<file path="src/rtl/bsg_dmc_pkg.sv">
// Shared types for the DMC clock configuration path: tag-client command ids, DS payload packing, sequencer state/step encodings.
package bsg_dmc_pkg;

  typedef enum logic [2:0] {
    ASYNC_RST,
    OSC_RST,
    DS,
    DLY,
    DLY_TRIG,
    OSC,
    OSC_TRIG,
    MON_DS
  } bsg_dmc_cfg_cmd_e;

  typedef struct packed {
    logic       reset;
    logic [1:0] val;
  } bsg_dmc_ds_s;

  typedef enum logic [1:0] {
    IDLE,
    ISSUE,
    WAIT,
    DONE
  } bsg_dmc_seq_state_e;

  typedef enum logic [3:0] {
    STEP_ARST_ON,
    STEP_OSC_RST_ON,
    STEP_DS_RESET,
    STEP_DLY,
    STEP_DLY_TRIG,
    STEP_OSC,
    STEP_OSC_TRIG,
    STEP_OSC_RST_OFF,
    STEP_DS_RUN,
    STEP_MON_DS,
    STEP_ARST_OFF
  } bsg_dmc_seq_step_e;

  function automatic int bsg_dmc_max3(input int a, input int b, input int c);
    int m;
    m = (a > b) ? a : b;
    return (m > c) ? m : c;
  endfunction

  function automatic bsg_dmc_ds_s bsg_dmc_ds_pack(input logic reset, input logic [1:0] val);
    bsg_dmc_ds_s ds;
    ds.reset = reset;
    ds.val   = val;
    return ds;
  endfunction

endpackage

</file>
<file path="src/rtl/bsg_dmc_clk_cfg_seq.sv">
// Sequences DQS delay-line and oscillator programming commands to the tag master; each command holds until yumi, then one idle cycle.
// Define BSG_DMC_CLK_CFG_SEQ_MONITOR_EN to insert the clock-monitor downsample command before async reset release.
module bsg_dmc_clk_cfg_seq
  import bsg_dmc_pkg::*;
#(
  parameter int num_lines_p    = 4,
  parameter int dly_width_p    = 8,
  parameter int osc_width_p    = 8,
  parameter int wait_cycles_p  = 16,
  parameter int data_width_p   = bsg_dmc_max3(dly_width_p, osc_width_p, 3),
  localparam int idx_width_lp  = (num_lines_p > 1) ? $clog2(num_lines_p) : 1,
  localparam int wait_width_lp = (wait_cycles_p > 0) ? $clog2(wait_cycles_p + 1) : 1
)(
  input  logic                                   clk_i,
  input  logic                                   async_reset_i,
  input  logic                                   start_i,
  input  logic [num_lines_p-1:0][dly_width_p-1:0] dly_val_i,
  input  logic [osc_width_p-1:0]                 osc_val_i,
  input  logic [1:0]                             mon_ds_val_i,
  output logic                                   cmd_v_o,
  output bsg_dmc_cfg_cmd_e                       cmd_id_o,
  output logic [idx_width_lp-1:0]                cmd_idx_o,
  output logic [data_width_p-1:0]                cmd_data_o,
  input  logic                                   cmd_yumi_i,
  output logic                                   busy_o,
  output logic                                   done_o
);

  bsg_dmc_seq_state_e state_r, state_n;
  bsg_dmc_seq_step_e  step_r, step_n;
  logic [idx_width_lp-1:0]                line_r, line_n;
  logic [wait_width_lp-1:0]               wait_cnt_r, wait_cnt_n;
  logic                                   cmd_v_r, cmd_v_n;
  logic [num_lines_p-1:0][dly_width_p-1:0] dly_r, dly_n;
  logic [osc_width_p-1:0]                 osc_r, osc_n;
`ifdef BSG_DMC_CLK_CFG_SEQ_MONITOR_EN
  logic [1:0]                             mon_r, mon_n;
`else
  logic                                   unused_mon_ds;
  assign unused_mon_ds = ^mon_ds_val_i;
`endif

  logic last_line;
  assign last_line = (line_r == idx_width_lp'(num_lines_p - 1));

  always_ff @(posedge clk_i or posedge async_reset_i) begin
    if (async_reset_i) begin
      state_r    <= IDLE;
      step_r     <= STEP_ARST_ON;
      line_r     <= '0;
      wait_cnt_r <= '0;
      cmd_v_r    <= 1'b0;
      dly_r      <= '0;
      osc_r      <= '0;
`ifdef BSG_DMC_CLK_CFG_SEQ_MONITOR_EN
      mon_r      <= '0;
`endif
    end else begin
      state_r    <= state_n;
      step_r     <= step_n;
      line_r     <= line_n;
      wait_cnt_r <= wait_cnt_n;
      cmd_v_r    <= cmd_v_n;
      dly_r      <= dly_n;
      osc_r      <= osc_n;
`ifdef BSG_DMC_CLK_CFG_SEQ_MONITOR_EN
      mon_r      <= mon_n;
`endif
    end
  end

  always_comb begin
    state_n    = state_r;
    step_n     = step_r;
    line_n     = line_r;
    wait_cnt_n = wait_cnt_r;
    cmd_v_n    = cmd_v_r;
    dly_n      = dly_r;
    osc_n      = osc_r;
`ifdef BSG_DMC_CLK_CFG_SEQ_MONITOR_EN
    mon_n      = mon_r;
`endif
    case (state_r)
      IDLE, DONE: begin
        if (start_i) begin
          state_n    = ISSUE;
          step_n     = STEP_ARST_ON;
          line_n     = '0;
          wait_cnt_n = '0;
          cmd_v_n    = 1'b1;
          dly_n      = dly_val_i;
          osc_n      = osc_val_i;
`ifdef BSG_DMC_CLK_CFG_SEQ_MONITOR_EN
          mon_n      = mon_ds_val_i;
`endif
        end
      end
      ISSUE: begin
        if (!cmd_v_r) begin
          cmd_v_n = 1'b1;
        end else if (cmd_yumi_i) begin
          // Valid drops for one cycle after every handshake; the next step is presented after that bubble.
          cmd_v_n = 1'b0;
          case (step_r)
            STEP_ARST_ON:    step_n = STEP_OSC_RST_ON;
            STEP_OSC_RST_ON: step_n = STEP_DS_RESET;
            STEP_DS_RESET:   step_n = STEP_DLY;
            STEP_DLY:        step_n = STEP_DLY_TRIG;
            STEP_DLY_TRIG: begin
              if (last_line) begin
                step_n = STEP_OSC;
                line_n = '0;
              end else begin
                step_n = STEP_DLY;
                line_n = line_r + idx_width_lp'(1);
              end
            end
            STEP_OSC:        step_n = STEP_OSC_TRIG;
            STEP_OSC_TRIG:   step_n = STEP_OSC_RST_OFF;
            STEP_OSC_RST_OFF: begin
              step_n = STEP_DS_RUN;
              if (wait_cycles_p > 0) begin
                state_n    = WAIT;
                wait_cnt_n = wait_width_lp'(wait_cycles_p);
              end
            end
`ifdef BSG_DMC_CLK_CFG_SEQ_MONITOR_EN
            STEP_DS_RUN:     step_n = STEP_MON_DS;
            STEP_MON_DS:     step_n = STEP_ARST_OFF;
`else
            STEP_DS_RUN:     step_n = STEP_ARST_OFF;
`endif
            STEP_ARST_OFF:   state_n = DONE;
            default:         state_n = IDLE;
          endcase
        end
      end
      WAIT: begin
        wait_cnt_n = wait_cnt_r - wait_width_lp'(1);
        if (wait_cnt_r == wait_width_lp'(1)) state_n = ISSUE;
      end
      default: state_n = IDLE;
    endcase
  end

  always_comb begin
    cmd_id_o   = ASYNC_RST;
    cmd_idx_o  = '0;
    cmd_data_o = '0;
    case (step_r)
      STEP_ARST_ON:     begin cmd_id_o = ASYNC_RST; cmd_data_o = data_width_p'(1); end
      STEP_OSC_RST_ON:  begin cmd_id_o = OSC_RST;   cmd_data_o = data_width_p'(1); end
      STEP_DS_RESET:    begin cmd_id_o = DS;        cmd_data_o = data_width_p'(bsg_dmc_ds_pack(1'b1, 2'b00)); end
      STEP_DLY: begin
        cmd_id_o   = DLY;
        cmd_idx_o  = (num_lines_p > 1) ? line_r : '0;
        cmd_data_o = data_width_p'(dly_r[line_r]);
      end
      STEP_DLY_TRIG: begin
        cmd_id_o   = DLY_TRIG;
        cmd_idx_o  = (num_lines_p > 1) ? line_r : '0;
        cmd_data_o = data_width_p'(1);
      end
      STEP_OSC:         begin cmd_id_o = OSC;       cmd_data_o = data_width_p'(osc_r); end
      STEP_OSC_TRIG:    begin cmd_id_o = OSC_TRIG;  cmd_data_o = data_width_p'(1); end
      STEP_OSC_RST_OFF: begin cmd_id_o = OSC_RST;   cmd_data_o = '0; end
      STEP_DS_RUN:      begin cmd_id_o = DS;        cmd_data_o = data_width_p'(bsg_dmc_ds_pack(1'b0, 2'b00)); end
`ifdef BSG_DMC_CLK_CFG_SEQ_MONITOR_EN
      STEP_MON_DS:      begin cmd_id_o = MON_DS;    cmd_data_o = data_width_p'(bsg_dmc_ds_pack(1'b0, mon_r)); end
`endif
      STEP_ARST_OFF:    begin cmd_id_o = ASYNC_RST; cmd_data_o = '0; end
      default: begin
        cmd_id_o   = ASYNC_RST;
        cmd_data_o = '0;
      end
    endcase
  end

  assign cmd_v_o = cmd_v_r;
  assign busy_o  = (state_r == ISSUE) || (state_r == WAIT);
  assign done_o  = (state_r == DONE);

endmodule

</file>
<file path="config.mk">
export PLATFORM = sky130hd
export DESIGN_NAME = bsg_dmc_clk_cfg_seq
export DESIGN_NICKNAME = d
export VERILOG_FILES = /design/src/rtl/bsg_dmc_pkg.sv /design/src/rtl/bsg_dmc_clk_cfg_seq.sv
export SDC_FILE = /design/constraint.sdc
export NUM_CORES = 1
export LEC_CHECK = 0
export ABC_AREA = 0
export BUFFER_PORTS_ARGS = -buffer_cell sky130_fd_sc_hd__buf_2
export CORE_MARGIN = 2
export CORE_UTILIZATION = 54
export CTS_CLUSTER_SIZE = 14
export DETAILED_ROUTE_END_ITERATION = 8
export GPL_ROUTABILITY_DRIVEN = 0
export PLACE_DENSITY = 0.84
export SLEW_MARGIN = 5
export SYNTH_ARGS = -nofsm -noshare
export SYNTH_HDL_FRONTEND = slang
export SYNTH_SLANG_ARGS = --single-unit
</file>
<file path="constraint.sdc">
create_clock -name clk_i -period 2.4 [get_ports clk_i]
set_input_delay 0.36 -clock clk_i [delete_from_list [all_inputs] [get_ports clk_i]]
set_output_delay 0.36 -clock clk_i [all_outputs]
set_load 0.02 [all_outputs]
</file>
==> flow_summary.ini <==
[run_status]
status = complete, no violations

[timing]
period_needed_ps = 2260
hold_violations = 0
fmax_mhz = 442
final.setup.tns_ps = 0
relSlewSlack_pct = 59.4
min_period_over_period_pct = 94.3
skew_ps = 13.5
setup_viol_count_final = 0
grt_setup_unrepaired = no
drv_slew = 0
worstMarginPinSlew_ps = 608

[worst_setup_path]
cp_max_fo = 7
path_buf_inv = 2
reg2reg_from = state_r[0]
critPathLaunchType = register
rr_worst_depth = 6
r2r_slack_ps = 390
crit_family = flip-flops
cp_cell_sequence = buf_12, mux4_2, a31oi_1, nor2_1, buf_2
cp-end-kind = output pin
r2r-end = step_r[2]
crit_arrival_ps = 1900
critPathSlowestCell = dfrtp_2
critPathMaxStageDelay_ps = 510
crit_type = reg2out
worstPathRequired_ps = 2040

[pwr]
internal_power_uw = 2590
power_frac_comb_pct = 43.7
p_leak_uw = 0.00150
p_sw_share_pct = 37.1
pwr-share-seq_pct = 41.7
clkPwrFrac_pct = 14.6
power.density_nw_per_um2 = 1250
p_sw_uw = 1530
vdd_ir_drop_max_v = 0.000620
fin_total_pwr_uw = 4120

[finish]
num_antenna_cells = 0
drive_gt1_share_pct = 43.2
layoutNonFillerInstCount = 362
n_fill_cell = 387
area_growth_pct = 17.8
nets = 345

[floorplan]
dieArea_sq_um = 5770
die_w_um = 76.0
row_count = 26
initial_core_util_pct = 55.5
ios = 62
coreArea_sq_um = 5040
die_h_um = 76.0

[placement]
portBuffers = 59
place_inst = 355
dpl.hpwl_mm = 4.40

[cts]
insertion_delay_ps = 310
h-tree-depth = 2
cts_buffer_depth = 2
cts_tree = built
cts_buffers = 5
path_clk_slew_ps = 100
cts.sinks = 54
postCtsHoldBufs = 0
cts-root-buf = clkbuf_8

[synth]
ys_types = 41
synth-seq-cells = 54
syn_avg_cell_area_sq_um = 11.9
syn_inst = 235
ys.flop_type = dfrtp_1
seq_area_frac_synth_pct = 48.3
syn_area_sq_um = 2800
synth_edf_count = 0
syn_nets = 288
synth-async-reset-ratio_pct = 100
yosys_warnings = 0

[drt]
vias = 2040
drc_errors = 0
via_per_inst = 5.64
routed_wl_mm = 5.93
ant_nets = 0
dr.first_iter.drc_count = 144
first_pass_iters = 4
wl_per_cell_um = 16.4

[global_route]
grt_max_degree = 41
grt.total_usage_pct = 21.1
grt_overflow_total = 0
grt_pass1_wl_mm = 9.78
grt_pass1_vias = 2073
antenna_found_initial = 0

[min_path]
hold_path.class = in2async

[run]
max_cap_violations = 0
cell usage after synthesis (all sizes together) (5+ instances only):
master	n	share of area [%]
dfrtp	54	48
inv	11	1.5
a21oi	6	1.1
o21ai	12	2.1
nand2	5	0.67
a22o	5	1.6
nor2	20	2.7
mux2	40	16
nor3	5	1.1
mux4	8	6.4
ha	7	3.1
nor2b	5	1.4
a22oi	8	2.1
clkbuf	11	1.5
through the flow:
stage / hold slack (ps) / util [%] / setup slack (ps) / cell area [sq um]
floorplan: 472 / - / 551 / 2800
global placement: 461 / 63.1 / 379 / 3180
detailed placement: 462 / 63.1 / 359 / 3180
CTS: 128 / 65.3 / 6.67 / 3290
global route: 156 / 65.3 / 22.0 / 3290
finish: 115 / 65.3 / 136 / 3290
flip-flops by register name (all words and copies together) (netlist names):
name        flops
cmd_v_o         1
dly_r          32
line_r          2
state_r         2
osc_r           8
step_r          4
wait_cnt_r      5
power groups by stage:
stage | combinational (uW) | clock [uW] | sequential [uW]
2_1_floorplan | 1500 | 0 | 1530
3_3_place_gp | 1720 | 0 | 1680
3_5_place_dp | 1800 | 0 | 1730
4_1_cts | 1810 | 617 | 1710
5_1_grt | 1970 | 649 | 1780
6_report | 1800 | 603 | 1720
how the worst max path moves through the flow:
stage | start | to | cells after the start
final | line_r[0] | cmd_data_o[0] | 5
after global routing | line_r[0] | cmd_data_o[3] | 5
after CTS | line_r[0] | cmd_data_o[6] | 5
after detailed placement | line_r[0] | cmd_data_o[6] | 5
after global placement | line_r[0] | cmd_data_o[0] | 5
after floorplan | state_r[0] | step_r[1] | 7
worst register-to-register path: cells and delay by family (launching register included):
kind	cells	cell delay [ps]
AO/OA/AOI/OAI	2	550
adder cells (fa/ha/maj)	1	380
flip-flops	1	400
buffers and inverters	1	90
AND/OR/NAND/NOR	2	500
timing repair:
item	in CTS	in global routing
endpoints found under the setup margin	0	5
gates resized for setup	0	2
setup buffers	0	0
final cells by class:
type | instances | area (sq um) | share of cell area, %
sequential | 54 | 1350 | 41.1
inverter | 11 | 41.3 | 1.25
clock buffer | 5 | 68.8 | 2.09
clock inverter | 2 | 38.8 | 1.18
tap | 70 | 87.6 | 2.66
timing repair buffer | 65 | 365 | 11.1
multi-input combinational | 155 | 1340 | 40.7
metal layers:
| metal | part of all wire [%] | track usage [%] | wire length (um) | vias up |
|---|---|---|---|---|
| met5 | 0 | 0 | 0 | - |
| met4 | 2.1 | 9.09 | 124 | 0 |
| met3 | 5.2 | 5.09 | 306 | 11 |
| met2 | 50 | 34.2 | 2940 | 62 |
| met1 | 43 | 27.5 | 2560 | 998 |
| li1 | - | - | - | 969 |
kinds of logic (layout without fill, tap and decap cells):
family	after synthesis	count (layout)	share of synthesized area, %
and+or+nand+nor	52	52	10.1
DFF	54	54	48.3
buffers and inverters	26	83	3.89
AOI/OAI and AO/OA	48	48	12.0
adders and majority gates	7	7	3.13
muxes	48	48	22.5
layout by cell type, fill, tap and decap left out, types with 6 or more instances in the layout:
cell	synthesis	layout
nor2_1	20	20
ha_1	7	7
inv_1	11	10
mux4_2	8	8
a21oi_1	6	6
buf_2	3	59
a22oi_1	8	8
dfrtp_1	54	53
mux2_2	40	40
o21ai_0	9	9
Power figures use the tool's default switching activity.
